**src/rtl/vx_mem_line_splitter.sv**
```systemverilog
// ---------------------------------------------------------------------------
// vx_mem_line_splitter
//
// Splits one cache-line-wide VX memory request into a series of 32-bit word
// requests, with at most one word outstanding. Reads collect the returned
// words into one line response. Writes send only words with a nonzero byte
// enable and produce no response. This lets wide-line caches share a 32-bit
// OBI bus through the downstream VX-to-OBI bridge.
//
// Ports:
//   clk_i, rst_ni       clock, asynchronous active-low reset
//   line_req_*          upstream line request (valid/ready, rw, byteen,
//                       addr, data, tag)
//   line_rsp_*          upstream line read response (valid/ready, data, tag)
//   word_req_*          downstream word request (valid/ready, rw, byteen,
//                       byte addr, data, tag = word index)
//   word_rsp_*          downstream word read response (valid/ready, data,
//                       tag; the response tag is not inspected)
//
// Every output is decoded from the state and registers only. No input has a
// combinational path to an output.
// ---------------------------------------------------------------------------
module vx_mem_line_splitter #(
   parameter int LINE_WIDTH_BIT = 128,
   parameter int LINE_ADDR_BIT  = 26,
   parameter int TAG_WIDTH_BIT  = 1
) (
   input  logic                                  clk_i,
   input  logic                                  rst_ni,
   input  logic                                  line_req_valid_i,
   output logic                                  line_req_ready_o,
   input  logic                                  line_req_rw_i,
   input  logic [LINE_WIDTH_BIT/8-1:0]           line_req_byteen_i,
   input  logic [LINE_ADDR_BIT-1:0]              line_req_addr_i,
   input  logic [LINE_WIDTH_BIT-1:0]             line_req_data_i,
   input  logic [TAG_WIDTH_BIT-1:0]              line_req_tag_i,
   output logic                                  line_rsp_valid_o,
   input  logic                                  line_rsp_ready_i,
   output logic [LINE_WIDTH_BIT-1:0]             line_rsp_data_o,
   output logic [TAG_WIDTH_BIT-1:0]              line_rsp_tag_o,
   output logic                                  word_req_valid_o,
   input  logic                                  word_req_ready_i,
   output logic                                  word_req_rw_o,
   output logic [3:0]                            word_req_byteen_o,
   output logic [31:0]                           word_req_addr_o,
   output logic [31:0]                           word_req_data_o,
   output logic [$clog2(LINE_WIDTH_BIT/32)-1:0]  word_req_tag_o,
   input  logic                                  word_rsp_valid_i,
   output logic                                  word_rsp_ready_o,
   input  logic [31:0]                           word_rsp_data_i,
   input  logic [$clog2(LINE_WIDTH_BIT/32)-1:0]  word_rsp_tag_i
);

   localparam int N            = LINE_WIDTH_BIT / 32;
   localparam int WORD_IDX_BIT = $clog2(N);
   localparam int BYTEEN_BIT   = LINE_WIDTH_BIT / 8;

   typedef enum logic [1:0] {
      IDLE     = 2'd0,
      SEND_REQ = 2'd1,
      WAIT_RSP = 2'd2,
      LINE_RSP = 2'd3
   } state_t;

   typedef struct packed {
      logic                    found;
      logic [WORD_IDX_BIT-1:0] idx;
   } pick_t;

   // Lowest word at or above 'start' that has any byte enable set.
   function automatic pick_t pick_word(input logic [BYTEEN_BIT-1:0] be,
                                       input int start);
      pick_t p;
      p = '0;
      for (int i = N - 1; i >= 0; i--) begin
         if ((|be[4*i +: 4]) && (i >= start)) begin
            p.found = 1'b1;
            p.idx   = WORD_IDX_BIT'(i);
         end
      end
      return p;
   endfunction

   state_t                    state_q;
   logic [WORD_IDX_BIT-1:0]   cnt_q;
   logic                      rw_q;
   logic [BYTEEN_BIT-1:0]     byteen_q;
   logic [LINE_ADDR_BIT-1:0]  addr_q;
   logic [LINE_WIDTH_BIT-1:0] data_q;
   logic [TAG_WIDTH_BIT-1:0]  tag_q;
   logic [LINE_WIDTH_BIT-1:0] buf_q;

   pick_t first_pick;
   pick_t next_pick;

   assign first_pick = pick_word(line_req_byteen_i, 0);
   assign next_pick  = pick_word(byteen_q, int'(cnt_q) + 1);

   // The downstream response tag exists only for interface compatibility.
   logic unused_rsp_tag;
   assign unused_rsp_tag = ^word_rsp_tag_i;

   // NOTE: sequential state is updated only with non-blocking assignments so
   // every register samples the values from before the clock edge.
   always_ff @(posedge clk_i or negedge rst_ni) begin
      if (!rst_ni) begin
         // NOTE: the read buffer is reset too, so a line aborted by reset
         // cannot leave stale words visible on line_rsp_data_o.
         state_q  <= IDLE;
         cnt_q    <= '0;
         rw_q     <= 1'b0;
         byteen_q <= '0;
         addr_q   <= '0;
         data_q   <= '0;
         tag_q    <= '0;
         buf_q    <= '0;
      end else begin
         unique case (state_q)
            IDLE: begin
               if (line_req_valid_i) begin
                  rw_q     <= line_req_rw_i;
                  byteen_q <= line_req_byteen_i;
                  addr_q   <= line_req_addr_i;
                  data_q   <= line_req_data_i;
                  tag_q    <= line_req_tag_i;
                  if (!line_req_rw_i) begin
                     cnt_q   <= '0;
                     state_q <= SEND_REQ;
                  end else if (first_pick.found) begin
                     cnt_q   <= first_pick.idx;
                     state_q <= SEND_REQ;
                  end
                  // A write with no enabled byte is accepted and dropped.
               end
            end
            SEND_REQ: begin
               if (word_req_ready_i) begin
                  if (!rw_q) begin
                     state_q <= WAIT_RSP;
                  end else if (next_pick.found) begin
                     cnt_q <= next_pick.idx;
                  end else begin
                     state_q <= IDLE;
                  end
               end
            end
            WAIT_RSP: begin
               if (word_rsp_valid_i) begin
                  buf_q[32*cnt_q +: 32] <= word_rsp_data_i;
                  if (cnt_q == WORD_IDX_BIT'(N - 1)) begin
                     state_q <= LINE_RSP;
                  end else begin
                     cnt_q   <= cnt_q + 1'b1;
                     state_q <= SEND_REQ;
                  end
               end
            end
            LINE_RSP: begin
               if (line_rsp_ready_i) begin
                  state_q <= IDLE;
               end
            end
            default: state_q <= IDLE;
         endcase
      end
   end

   assign line_req_ready_o  = (state_q == IDLE);
   assign word_req_valid_o  = (state_q == SEND_REQ);
   assign word_rsp_ready_o  = (state_q == WAIT_RSP);
   assign line_rsp_valid_o  = (state_q == LINE_RSP);

   assign word_req_rw_o     = rw_q;
   assign word_req_byteen_o = rw_q ? byteen_q[4*cnt_q +: 4] : 4'hF;
   assign word_req_addr_o   = 32'({addr_q, cnt_q, 2'b00});
   assign word_req_data_o   = data_q[32*cnt_q +: 32];
   assign word_req_tag_o    = cnt_q;

   assign line_rsp_data_o   = buf_q;
   assign line_rsp_tag_o    = tag_q;

endmodule

```
**config.mk**
```make
export PLATFORM = sky130hd
export DESIGN_NAME = vx_mem_line_splitter
export DESIGN_NICKNAME = d
export VERILOG_FILES = /design/src/rtl/vx_mem_line_splitter.sv
export SDC_FILE = /design/constraint.sdc
export NUM_CORES = 1
export LEC_CHECK = 0
export ABC_AREA = 1
export BUFFER_PORTS_ARGS = -buffer_cell sky130_fd_sc_hd__buf_4
export CAP_MARGIN = 20
export CORE_MARGIN = 3
export CORE_UTILIZATION = 40
export CTS_BUF_LIST = sky130_fd_sc_hd__clkbuf_2 sky130_fd_sc_hd__clkbuf_4 sky130_fd_sc_hd__clkbuf_8
export DETAILED_ROUTE_END_ITERATION = 8
export PLACE_DENSITY = 0.67
export SLEW_MARGIN = 20
export SYNTH_ARGS = -nofsm -noshare
export SYNTH_HDL_FRONTEND = slang
export SYNTH_SLANG_ARGS = --single-unit
```
**constraint.sdc**
```tcl
create_clock -name clk_i -period 6.22 [get_ports clk_i]
set_input_delay 0.933 -clock clk_i [delete_from_list [all_inputs] [get_ports clk_i]]
set_output_delay 0.933 -clock clk_i [all_outputs]
set_load 0.01 [all_outputs]
```
* Word-level counts from Yosys, hierarchy flattened
Cells that the tools add are included.
Storage, ports and cells: bits in registers 304, bits in latches 0, memory bits (writable) 0, memory bits (read-only) 0, output and inout port bits 204, memories 0
Operators by class: $add $sub $neg 3, multiply operators 0, divide/modulo/power cells 0, $lt $le $gt $ge 4, equality and inequality tests 13, shift-type cells 4, muxes and demuxes 29, bitwise operators 0, reductions and logical operators 18
Operators with widths (number):
- bitwise mux 128 bit | 1
- variable shift 32 x 34 -> 128 bit (first input constant) | 1
- indexed part select 128 x 8 -> 32 bit | 1
- indexed part select 32 x 34 -> 128 bit | 1
- 2-to-1 mux 2 bit | 17
- negation 7 -> 34 bit | 1
- OR reduction 4 bit | 8
- 2-to-1 mux 3 bit | 8
- indexed part select 16 x 5 -> 4 bit | 1
- inequality test 2 x 1 -> 1 bit (second input constant) | 4
- case mux 2 bit (4 select lines) | 1
- AND reduction 8 bit | 1
- equality test 2 bit (second input constant) | 3
- >= comparator 1 x 3 -> 1 bit (first input constant) | 2
- >= comparator 2 x 3 -> 1 bit (first input constant) | 2
- inequality test 2 bit (second input constant) | 3
- case mux 2 bit (3 select lines) | 1
- AND reduction 6 bit | 1
- logical AND 1 bit | 4
- 2-to-1 mux 4 bit | 1
- AND reduction 2 bit | 2
- adder 2 x 1 -> 3 bit (second input constant) | 1
- inequality test 3 x 2 -> 1 bit (second input constant) | 1
- inequality test 3 bit (second input constant) | 1
- 4 further kinds | 4

* Logic depth before layout (Yosys ltp)
word-level depth 11, mapped depth 15, gate-level depth less buffers 11

* Least setup slack after synthesis
No wires, ideal clock.
path type register to output, from register cnt_q[0], in the netlist word_req_tag_o[0], to output port word_req_byteen_o[0], data arrival time 1387 ps, data required time 5287 ps, path slack 3900 ps, stages on the path, launching flop included 7, buffers on the path 3, path through dfrtp_1 > buf_4 > inv_2 > buf_4 > buf_2 > nor2_1 > o311ai_1
On the way: word-level cells in the longest chain between the ends 2
Ends and longest elaborated chain:
- start, declared | RTL line 85 | logic [WORD_IDX_BIT-1:0] cnt_q;
- start signal, assigned | RTL line 130 | cnt_q <= first_pick.idx;
- start signal, assigned | RTL line 141 | cnt_q <= next_pick.idx;
- start signal, assigned | RTL line 153 | cnt_q <= cnt_q + 1'b1;
- indexed part select 16 x 5 -> 4 bit | RTL line 174 | assign word_req_byteen_o = rw_q ? byteen_q[4*cnt_q +: 4] : 4'hF;
- 2-to-1 mux 4 bit | RTL line 174
- end, declared | RTL line 44 | output logic [3:0] word_req_byteen_o,
Every way passes these cells.

* Worst setup path after layout
from register cnt_q[0], in the netlist word_req_tag_o[0], to output port word_req_data_o[9]
On the way: word-level cells in the longest chain between the ends 1
Ends and longest elaborated chain:
- indexed part select 128 x 8 -> 32 bit | RTL line 176 | assign word_req_data_o = data_q[32*cnt_q +: 32];
- end, declared | RTL line 46 | output logic [31:0] word_req_data_o,
Every way passes these cells.

==> impl_metrics.yaml <==
die:
  core_area_sq_um: 32700
  fp.dieW_um: 189
  rows: 66
  dieArea_sq_um: 35600
  die-height_um: 189
  num_io_pins: 416
  start_util_pct: 40.8
grt:
  gr-usage-met2_pct: 34.1
  grtUsageTotal_pct: 21.5
  grt_max_degree: 152
  busiest_layer: "met2"
  grt_pass1_wl_um: 61400
  global_route.usage.met3_pct: 8.32
  overflow: 0
  met1_usage_pct: 27.1
  antenna_found_initial: 1
  grt_pass1_vias: 11200
power_and_ir_drop:
  p_int_mw: 5.37
  ir_drop_mv: 0.283
  sw_frac_of_total_pct: 35.5
  cellLeakagePower_nw: 8.67
  combPwrFrac_pct: 39.3
  power.share.clock_pct: 22.6
  pwr_density_cell_nw_per_um2: 470
  p_seq_share_pct: 38.1
  power_switching_mw: 2.96
route:
  wire_per_inst_um: 18.4
  drcViolationCount: 0
  dr.pass1.iters: 5
  routed_wl_um: 39100
  via_count: 11000
  drt_iter0_drc: 537
  viasPerCell: 5.16
  drtAntennaViolNets: 0
yosys:
  syn_area_per_cell_sq_um: 10.5
  synth_area_leader_cell: "dfrtp_1"
  synth.most_common_cell: "dfrtp_1"
  synth.top_cell.area_share_pct: 57.0
  synth_area_sq_um: 13300
  synth_ff_type: "dfrtp_1"
  synth.area.top_cells: "dfrtp_1 57%, mux2_2 14%, o21ai_0 8.3%, nor2_1 3.8%, nand2_1 3.8%"
  ys_types: 29
  synth_seq_area_share_pct: 57.0
  netlist_instances: 1266
  netlist_top_cells_count: "304 x dfrtp_1, 222 x o21ai_0, 171 x mux2_2, 135 x nor2_1, 134 x nand2_1"
  synth-edff-count: 0
  ys_ff_latch: 304
  synth_warnings: 0
  async_flop_share_pct: 100
sta:
  layout_setup_ws_ps: 2330
  tns_ps: 0
  finalSetupViolations: 0
  fin_crit_sh_pct: 62.5
  finClkSkew_ps: 21.5
  period_needed_ps: 3890
  drv_slew: 0
  max_freq_mhz: 257
  slew_headroom_pct: 29.5
  rsz0062_at_grt: "no"
  worst_pin_slew_ps: 1060
  finalHoldViolations: 0
worst_setup_path:
  critical-path-slowest-cell: "dfrtp_4"
  arrival_ps: 2950
  endpoint_kind: "output pin"
  crit_fanout: 68
  cp_slowest_stage_delay_ps: 740
  startpoint_type: "flip-flop"
  crit_chain: "inv_2, buf_4, o21ai_0, o22ai_1, buf_4"
  worst_ep_required_time_ps: 5290
  criticalPathCategory: "flip-flop to output pin"
  crit_top_cell: "buf_4"
cts:
  clock_latency_ps: 580
  htreeDepth: 2
  post_cts_buffers: 0
  cts_root_buffer: "clkbuf_8"
  numCtsBuffers: 52
  cts_tree: "built"
  cts_sinks: 304
  clockBufferDepth: 3
  post_cts_resized: 0
  cts_hold_buf: 0
  clkTransAtPathRegs_ps: 60
placed_design:
  post-place-ws_ps: 2830
  io_buffers: 409
  dp.cells: 2035
  place_hpwl_um: 26400
  gp_congestion: 0.810
cells_and_area:
  antenna_cells: 0
  fin_util_pct: 54.3
  fillers: 2946
  drive_above_1_share_pct: 41.6
  num-nets-final: 1870
  stdcell_count: 2129
  area_delta_synth_final_pct: 33.1
worst_hold_path:
  hold_path.class: "input port to asynchronous set/reset pin"
job:
  cap_violations: 0
status:
  outcome: "completed"
## through the flow
| stage | hold WS (ps) | total power, mW | area, sq um |
|---|---|---|---|
| after floorplan | 474 | 5.11 | 13300 |
| after global placement | 465 | 6.42 | 16600 |
| after detailed placement | 470 | 6.50 | 16600 |
| after CTS | 315 | 8.42 | 17800 |
| after global routing | 337 | 8.89 | 17800 |
| final | 319 | 8.34 | 17800 |
## area by class of cell
class,instances,area (sq um),area share (%)
clock buffer,87,1080,6.08
clock inverter,7,37.5,0.211
inverter,52,195,1.10
multi-input combinational,816,5080,28.6
sequential,304,7610,42.9
tap,442,553,3.12
timing repair buffer,421,3200,18.0
## power groups by stage
| stage | registers (mW) | clock network (mW) | logic (mW) |
|---|---|---|---|
| 5_1_grt | 3.28 | 2.02 | 3.59 |
| 2_1_floorplan | 3.13 | 0 | 1.98 |
| 3_5_place_dp | 3.21 | 0 | 3.29 |
| 3_3_place_gp | 3.18 | 0 | 3.24 |
| 6_report | 3.18 | 1.88 | 3.28 |
| 4_1_cts | 3.18 | 1.94 | 3.30 |
## logic make-up (layout without fill, tap and decap cells)
group,Yosys count,in the layout,share of synthesized area [%]
buf+inv,149,567,5.06
simple gates,322,322,9.85
fa+ha+maj,11,11,1.03
mux,171,171,14.4
compound gates,308,308,12.6
flops,304,304,57.0
other cells,1,4,0.0281
## metal layers
| layer | wire, um | vias up |
|---|---|---|
| met1 | 16000 | 5333 |
| met5 | 8 | - |
| met2 | 17800 | 478 |
| li1 | - | 5108 |
| met4 | 992 | 2 |
| met3 | 4320 | 74 |
## flip-flops by register name, summed over array words and instances, names as in the netlist
name / count
word_req_tag_o: 2
byteen_q: 16
data_q: 128
line_rsp_tag_o: 1
word_req_rw_o: 1
addr_q: 26
state_q: 2
line_rsp_data_o: 128
## cells in the final DEF, fill, tap and decap left out, drive strengths merged
master / Yosys / layout
o31ai: 31 / 31
inv: 50 / 50
ha: 11 / 11
dfrtp: 304 / 304
nand4: 4 / 4
clkbuf: 44 / 87
mux2: 171 / 171
nand3: 44 / 44
nor2: 138 / 138
a21oi: 4 / 4
or2: 1 / 1
o21ai: 237 / 237
o22ai: 32 / 32
conb: 1 / 4
buf: 53 / 421
nand2: 135 / 135
clkinv: 2 / 8
o311ai: 4 / 4
clkinvlp: 0 / 1
## final timing paths
path,start,end,slack [ps],cells after the start
worst min-delay path,rst_ni,line_rsp_data_o[0],320,1
worst max register to register,word_req_tag_o[1],line_rsp_data_o[33],2950,7
worst max-delay path,word_req_tag_o[0],word_req_data_o[9],2330,5
worst min register to register,line_rsp_data_o[11],line_rsp_data_o[11],490,2
min in group clk_i,line_rsp_data_o[11],line_rsp_data_o[11],490,2
max in group asynchronous,rst_ni,data_q[46],4420,2
## critical path: cells and delay by family (launching register included)
kind	cells	cell delay, ps
DFF	1	740
buffers and inverters	3	1190
AOI/OAI and AO/OA	2	370
Power figures use the tool's default switching activity.
